<file path="src/rtl/conv_pkg.sv">
// Shared widths, width helpers and rescale functions for the K x K streaming convolver.
// CONV_SATURATE_EN selects clamping instead of wrap when the result is narrowed.
package conv_pkg;

   localparam int DEF_DATA_W    = 8;
   localparam int DEF_COEF_W    = 8;
   localparam int DEF_K         = 3;
   localparam int DEF_FRAC_BITS = 7;

   function automatic int clog2(input int value);
      int r;
      r = 0;
      for (int i = 0; i < 31; i++) begin
         if ((1 << i) < value) r = i + 1;
      end
      return r;
   endfunction

   // Worst-case sum of K*K full-precision products fits without overflow.
   function automatic int acc_width(input int data_w, input int coef_w, input int k);
      return data_w + coef_w + clog2(k * k);
   endfunction

   // Round half up, then arithmetic shift; no rounding term when frac is 0.
   function automatic logic signed [63:0] round_shift(input logic signed [63:0] value,
                                                      input int frac);
      logic signed [63:0] r;
      r = value;
      if (frac > 0) r = value + (64'sd1 <<< (frac - 1));
      return r >>> frac;
   endfunction

   function automatic logic signed [63:0] clamp(input logic signed [63:0] value,
                                                input int width);
      logic signed [63:0] hi;
      logic signed [63:0] lo;
      hi = (64'sd1 <<< (width - 1)) - 64'sd1;
      lo = -(64'sd1 <<< (width - 1));
      if (value > hi) return hi;
      if (value < lo) return lo;
      return value;
   endfunction

endpackage

</file>
<file path="src/rtl/conv_adder_tree.sv">
// Registers the K*K window products and sums them for the rescale stage.
// The sum is combinational from the product registers; synthesis balances the chain.
module conv_adder_tree
   import conv_pkg::*;
#(
   parameter int N     = 9,
   parameter int P_W   = 16,
   parameter int ACC_W = 20
) (
   input  logic                    clk,
   input  logic                    nrst,
   input  logic                    en,
   input  logic                    flush,
   input  logic                    in_valid,
   input  logic [N*P_W-1:0]        prods,
   output logic signed [ACC_W-1:0] sum,
   output logic                    sum_valid
);

   logic signed [P_W-1:0] prod_q [N];

   always_ff @(posedge clk) begin
      if (!nrst) begin
         for (int i = 0; i < N; i++) prod_q[i] <= '0;
         sum_valid <= 1'b0;
      end else if (en) begin
         for (int i = 0; i < N; i++) prod_q[i] <= prods[i*P_W +: P_W];
         sum_valid <= in_valid && !flush;
      end
   end

   always_comb begin
      sum = '0;
      for (int i = 0; i < N; i++) begin
         sum = sum + {{(ACC_W-P_W){prod_q[i][P_W-1]}}, prod_q[i]};
      end
   end

endmodule

</file>
<file path="src/rtl/conv2d_stream.sv">
// K x K streaming 2-D convolver: kernel load, sliding window, product/sum and rescale stages.
// Build option CONV_SATURATE_EN clamps the narrowed result; otherwise it wraps.
module conv2d_stream
   import conv_pkg::*;
#(
   parameter int DATA_W    = DEF_DATA_W,
   parameter int COEF_W    = DEF_COEF_W,
   parameter int K         = DEF_K,
   parameter int FRAC_BITS = DEF_FRAC_BITS
) (
   input  logic                clk,
   input  logic                i_nrst,
   input  logic                i_load_knl,
   input  logic                i_data_valid,
   input  logic                i_stall,
   input  logic [K*DATA_W-1:0] i_data,
   output logic [DATA_W-1:0]   o_pixel,
   output logic                o_valid,
   output logic                o_knl_ready
);

   localparam int P_W   = DATA_W + COEF_W;
   localparam int ACC_W = acc_width(DATA_W, COEF_W, K);
   localparam int N     = K * K;
   localparam int CNT_W = clog2(K + 1);

   logic signed [DATA_W-1:0] win [K][K];
   logic signed [COEF_W-1:0] knl [K][K];
   logic [CNT_W-1:0]         load_cnt;
   logic [CNT_W-1:0]         fill;
   logic                     in_load;
   logic                     win_done;

   logic [CNT_W-1:0]         beat_idx;
   logic                     load_wr;
   logic                     complete;
   logic [N*P_W-1:0]         prods;
   logic signed [P_W-1:0]    a_ext;
   logic signed [P_W-1:0]    b_ext;
   logic signed [ACC_W-1:0]  acc;
   logic                     acc_valid;
   logic signed [63:0]       acc_ext;
   logic signed [63:0]       scaled;
   logic signed [63:0]       narrowed;

   // A load beat after i_load_knl was low restarts the row sequence at beat 0.
   always_comb begin
      beat_idx = in_load ? load_cnt : '0;
      load_wr  = !in_load || (load_cnt < CNT_W'(K));
      complete = o_knl_ready && (fill >= CNT_W'(K - 1));
   end

   always_comb begin
      prods = '0;
      a_ext = '0;
      b_ext = '0;
      for (int r = 0; r < K; r++) begin
         for (int c = 0; c < K; c++) begin
            a_ext = {{COEF_W{win[r][c][DATA_W-1]}}, win[r][c]};
            b_ext = {{DATA_W{knl[r][c][COEF_W-1]}}, knl[r][c]};
            prods[(r*K+c)*P_W +: P_W] = a_ext * b_ext;
         end
      end
   end

   conv_adder_tree #(
      .N     (N),
      .P_W   (P_W),
      .ACC_W (ACC_W)
   ) u_tree (
      .clk       (clk),
      .nrst      (i_nrst),
      .en        (!i_stall),
      .flush     (i_load_knl),
      .in_valid  (win_done),
      .prods     (prods),
      .sum       (acc),
      .sum_valid (acc_valid)
   );

   always_comb begin
      acc_ext = {{(64-ACC_W){acc[ACC_W-1]}}, acc};
      scaled  = round_shift(acc_ext, FRAC_BITS);
`ifdef CONV_SATURATE_EN
      narrowed = clamp(scaled, DATA_W);
`else
      narrowed = scaled;
`endif
   end

   // Coefficients arrive in the low COEF_W bits of each DATA_W lane (COEF_W <= DATA_W).
   always_ff @(posedge clk) begin
      if (!i_nrst) begin
         for (int r = 0; r < K; r++) begin
            for (int c = 0; c < K; c++) begin
               win[r][c] <= '0;
               knl[r][c] <= '0;
            end
         end
         load_cnt    <= '0;
         fill        <= '0;
         in_load     <= 1'b0;
         win_done    <= 1'b0;
         o_pixel     <= '0;
         o_valid     <= 1'b0;
         o_knl_ready <= 1'b0;
      end else if (!i_stall) begin
         in_load <= i_load_knl;
         if (i_load_knl) begin
            fill     <= '0;
            win_done <= 1'b0;
            o_valid  <= 1'b0;
            if (load_wr) begin
               for (int r = 0; r < K; r++) begin
                  if (r == K - 1 - int'(beat_idx)) begin
                     for (int l = 0; l < K; l++) begin
                        knl[r][K-1-l] <= i_data[l*DATA_W +: COEF_W];
                     end
                  end
               end
               load_cnt    <= beat_idx + CNT_W'(1);
               o_knl_ready <= (beat_idx == CNT_W'(K - 1));
            end
         end else begin
            // Row 0 holds the newest slice; older rows move down one place.
            if (i_data_valid) begin
               for (int r = K - 1; r > 0; r--) win[r] <= win[r-1];
               for (int l = 0; l < K; l++) win[0][l] <= i_data[l*DATA_W +: DATA_W];
               fill     <= (fill == CNT_W'(K)) ? fill : fill + CNT_W'(1);
               win_done <= complete;
            end else begin
               fill     <= '0;
               win_done <= 1'b0;
            end
            o_valid <= acc_valid;
            if (acc_valid) o_pixel <= narrowed[DATA_W-1:0];
         end
      end
   end

endmodule

</file>
<file path="config.mk">
export PLATFORM = sky130hd
export DESIGN_NAME = conv2d_stream
export DESIGN_NICKNAME = d
export VERILOG_FILES = /design/src/rtl/conv_pkg.sv /design/src/rtl/conv_adder_tree.sv /design/src/rtl/conv2d_stream.sv
export SDC_FILE = /design/constraint.sdc
export NUM_CORES = 2
export LEC_CHECK = 0
export ABC_AREA = 1
export CAP_MARGIN = 0
export CORE_ASPECT_RATIO = 0.75
export CORE_MARGIN = 5
export CORE_UTILIZATION = 40
export DETAILED_ROUTE_END_ITERATION = 7
export GPL_ROUTABILITY_DRIVEN = 0
export PLACE_DENSITY = 0.59
export SYNTH_ARGS = -nofsm -noshare
export SYNTH_HDL_FRONTEND = slang
export SYNTH_HIERARCHICAL = 1
export SYNTH_SLANG_ARGS = --single-unit
</file>
<file path="constraint.sdc">
create_clock -name clk -period 6.95 [get_ports clk]
set_clock_uncertainty 0.05 [all_clocks]
set_input_delay 0.695 -clock clk [delete_from_list [all_inputs] [get_ports clk]]
set_output_delay 0.695 -clock clk [all_outputs]
set_load 0.02 [all_outputs]
</file>
* After elaboration in Yosys (flattened, before gate mapping) *
Memory sizes are Yosys's and may differ from the RTL's.
Cells that the tools add are included.

cells by class
  reductions and logical operators = 9
  muxes and demuxes = 57
  add/subtract/negate cells = 12
  multiply operators = 9
  equal/unequal tests = 5
  bitwise operators = 25
  order comparisons = 2

operator list
  operator               number
  $mul 8x8->16           9
  $mux 16                9
  $add 15x15->15         8
  $mux 8                 12
  $mux 24                2
  $logic_not 32->1       1
  $mux 1                 30
  $or 1x1->1             23
  $add 15x8->15 const B  1
  $mux 2                 4
  $reduce_and 3->1       2
  $add 2x1->2 const B    2
  $eq 2x2->1 const B     2
  $eq 2x3->1 const A     1
  $eq 3x3->1 const A     1
  $ne 3x3->1 const B     1
  $sub 2x2->3 const A    1
  $ge 2x2->1 const B     1
  $logic_and 1x1->1      2
  $logic_not 1->1        2
  $lt 2x2->1 const B     1
  $not 1->1              2
  $reduce_and 2->1       1
  $logic_or 1x1->1       1

storage, ports and cells
  memories kept = 3
  output and inout bits = 10
  memory bits (writable) = 288
  bits of input ports = 29
  register bits after elaboration = 17

memory list
  memory         depth  bits a word  read ports  clocked after memory_dff  write ports  RTL line               RTL
  u_tree.prod_q  9      16           9           0                         9            conv_adder_tree.sv:20  logic signed [P_W-1:0] prod_q [N];
  knl            3      24           3           0                         3            conv2d_stream.sv:28    logic signed [COEF_W-1:0] knl [K][K];
  win            3      24           3           0                         3            conv2d_stream.sv:27    logic signed [DATA_W-1:0] win [K][K];

* Logic depth before layout (Yosys ltp) *
  depth in word-level cells = 10
  depth in mapped cells = 33

* Hierarchy *
Netlist, hierarchy kept.

modules (own cells, without submodules)
  module           sequential area each (um^2)  instances  area each (um^2)  cells each
  conv2d_stream    4644.5                       1          30680.7           4022
  conv_adder_tree  4344.2                       1          10193.5           1095

* Worst setup path after synthesis *
Ideal clock, no wire load.

  path kind = input to register
  from = input port i_load_knl
  to = memory win[0][0] (netlist name) (enable)
  data required time = 6298 ps
  slack = 400 ps
  arrival = 5898 ps
  cell stages on the path = 3
  buffers on the path = 0
  cell sequence = inv_2 nand2_1 o21ai_0

RTL lines
  item             RTL line             RTL
  start, declared  conv2d_stream.sv:13  input logic i_load_knl,
  end, declared    conv2d_stream.sv:27

==> key figures <==
Floorplan
  – Initial Utilization: 40.12%
  – Core footprint: 0.09478 sq mm
  – DIE WIDTH: 366.0 um
  – Die height: 277.0 um
  – Die area: 0.1014 sq mm
  – IO Pins: 39
  – Site Rows: 98

Layout
  – Area Overhead vs Synth: 6.986%
  – Layout Nets: 5431
  – Finished Core Util: 42.92%
  – Antenna cell count: 0
  – Layout cell share with drive strength beyond 1: 2.308%
  – Finished Layout Cells: 5799
  – Number of fill cells in the layout: 9464

Timing
  – Final hold violation count: 0
  – Final worst slack: 0.6120 ns
  – Relative slew slack: 30.65%
  – Setup TNS: 0 ns
  – Hold WS: 0.4174 ns
  – Fin. max-slew vios: 0
  – Fin crit period: 6.338 ns
  – RSZ-0062 raised after global routing: false
  – FMAX: 157.8 MHz
  – Worst slew pin tran: 1.040 ns
  – Post-route clock period utilization: 91.19%
  – Final setup violating endpoints: 0

CTS
  – Clock-pin slew on the worst setup and hold paths: 0.06 ns
  – CTS tree: built
  – Clk_lat worst skew: 0.57 ns
  – Clock net sink count: 296
  – Root buffer cell: clkbuf_16
  – # hold bufs at CTS: 0
  – Num CTS Buffers: 38
  – CTS max path bufs: 3
  – Gates resized, CTS repair: 0
  – H-tree Lvls: 2
  – Setup Fix Bufs, Post-CTS: 0

Setup path
  – Crit path capture type: register
  – FF-to-FF path depth: 25
  – Peak fanout along the critical path: 5
  – Startpoint types: register
  – WP data required: 7.40 ns
  – Worst path arrival time: 6.79 ns
  – FF-to-FF End: o_pixel[5]
  – Setup Crit Path Kind: register to register
  – Worst r2r src: u_tree/prod_q[0][1]
  – Flop-to-flop setup slack: 0.61 ns

Power
  – PwrDens: 362.4 mW/mm^2
  – P_leak: 23.54 nW
  – Max rail drop VDD: 0.8641 mV

Synthesis
  – Synthesized area: 0.03802 sq mm
  – Syn Area/Cell: 8.262 sq um
  – Yosys warnings: 6
  – Cells after Synth: 4602
  – Synthesized Nets: 5512

Min path
  – Hold_sp: o_valid
  – HP Class: register to register
  – Worst hold path endpoint: o_valid
  – WHS Path Cells: 2

Route
  – Routed wire length: 85120 um
  – Total number of vias: 26000
  – Remaining antenna violation count after routing: 0
  – Drt drc: 0
  – Via density: 4.483
  – DRT Pass-1 Iters: 7
  – Initial DRC Count: 1560
  – Routed length per instance: 14.68 um

GRT
  – Gr ovfl total: 0
  – Initial antenna violation count: 0
  – GRT Util Overall: 17.37%
  – Largest net degree at the start of global routing: 76
  – Number of global-route vias before repair: 26590
  – First-pass GRT wire length: 142900 um

Place
  – DP HPWL: 70020 um
  – Dpl cells: 5731
  – IO buf count: 38
  – Worst slack, placed: 0.6306 ns

Run
  – Max Cap Viol: 0

Outcome
  – Outcome: completed
==> stage by stage <==
| stage | power, mW | cell area, sq um |
|---|---|---|
| floorplan | 10.32 | 38020 |
| global placement | 12.41 | 39350 |
| detailed placement | 12.64 | 39350 |
| CTS | 14.82 | 40680 |
| global route | 16.54 | 40680 |
| finish | 14.74 | 40680 |
==> worst max path at each step <==
stage	startpoint	depth (start not counted)	slack, ns	to
after global placement	u_tree/prod_q[0][1]	26	0.76	o_pixel[5]
after global routing	u_tree/prod_q[0][1]	26	0.19	o_pixel[5]
after detailed placement	u_tree/prod_q[0][1]	25	0.63	o_pixel[5]
after CTS	u_tree/prod_q[0][1]	26	0.59	o_pixel[5]
final	u_tree/prod_q[0][1]	25	0.61	o_pixel[5]
after floorplan	i_load_knl	3	0.40	win[0][0]
==> power by group <==
group | internal, mW | leakage (nW) | switching [mW]
clock | 1.29 | 0.634 | 0.814
combinational | 3.80 | 19.8 | 6.48
sequential | 2.17 | 3.12 | 0.189
==> layout by cell type, fill, tap and decap left out, drive strengths merged, types with 10 or more instances in the layout <==
| cell type | n |
|---|---|
| inv | 1636 |
| nand2 | 851 |
| fa | 584 |
| nor2 | 435 |
| ha | 297 |
| edfxtp | 279 |
| a21oi | 74 |
| nand3 | 71 |
| o21ai | 51 |
| xor2 | 49 |
| clkbuf | 48 |
| clkdlybuf4s50 | 38 |
| xnor2 | 32 |
| nand4 | 17 |
| dfxtp | 17 |
| a21o | 11 |
| o21bai | 10 |
==> critical path, cell delays in order (launching register included) <==
cell	delay, ns
edfxtp_1	0.40
fa_1	0.51
fa_1	0.50
ha_1	0.22
inv_1	0.08
fa_1	0.53
inv_1	0.05
fa_1	0.47
inv_1	0.06
fa_1	0.54
inv_1	0.05
fa_1	0.48
ha_1	0.22
inv_1	0.09
fa_1	0.49
o21ai_2	0.23
nand2_1	0.10
nand2_2	0.08
xor2_1	0.37
inv_2	0.07
nor3_2	0.26
inv_1	0.08
or2_0	0.20
nand3_1	0.06
nand2_1	0.05
inv_1	0.05
==> flip-flops by register name, indices dropped and copies added (netlist names) <==
signal	flops
u_tree/sum_valid	1
o_pixel	8
o_valid	1
u_tree/prod_q	135
knl	72
in_load	1
win	72
o_knl_ready	1
load_cnt	2
fill	2
win_done	1
==> final cells by class <==
cell class | instances | area [sq um] | area share [%]
clock inverter | 20 | 286.5 | 0.7043
timing repair buffer | 45 | 432.9 | 1.064
inverter | 1635 | 6142 | 15.10
tap | 1250 | 1564 | 3.845
sequential | 296 | 8718 | 21.43
multi-input combinational | 2505 | 22500 | 55.30
clock buffer | 48 | 1040 | 2.556
==> metal layers <==
metal	up-vias	global-route usage (%)	share of wire, %
met4	0	3.302	1.8
met2	395	27.27	44
li1	12730	-	-
met1	12800	26.29	50
met3	68	1.861	4.0
met5	-	0	0
Note: power is estimated with default switching activity, not from simulation.
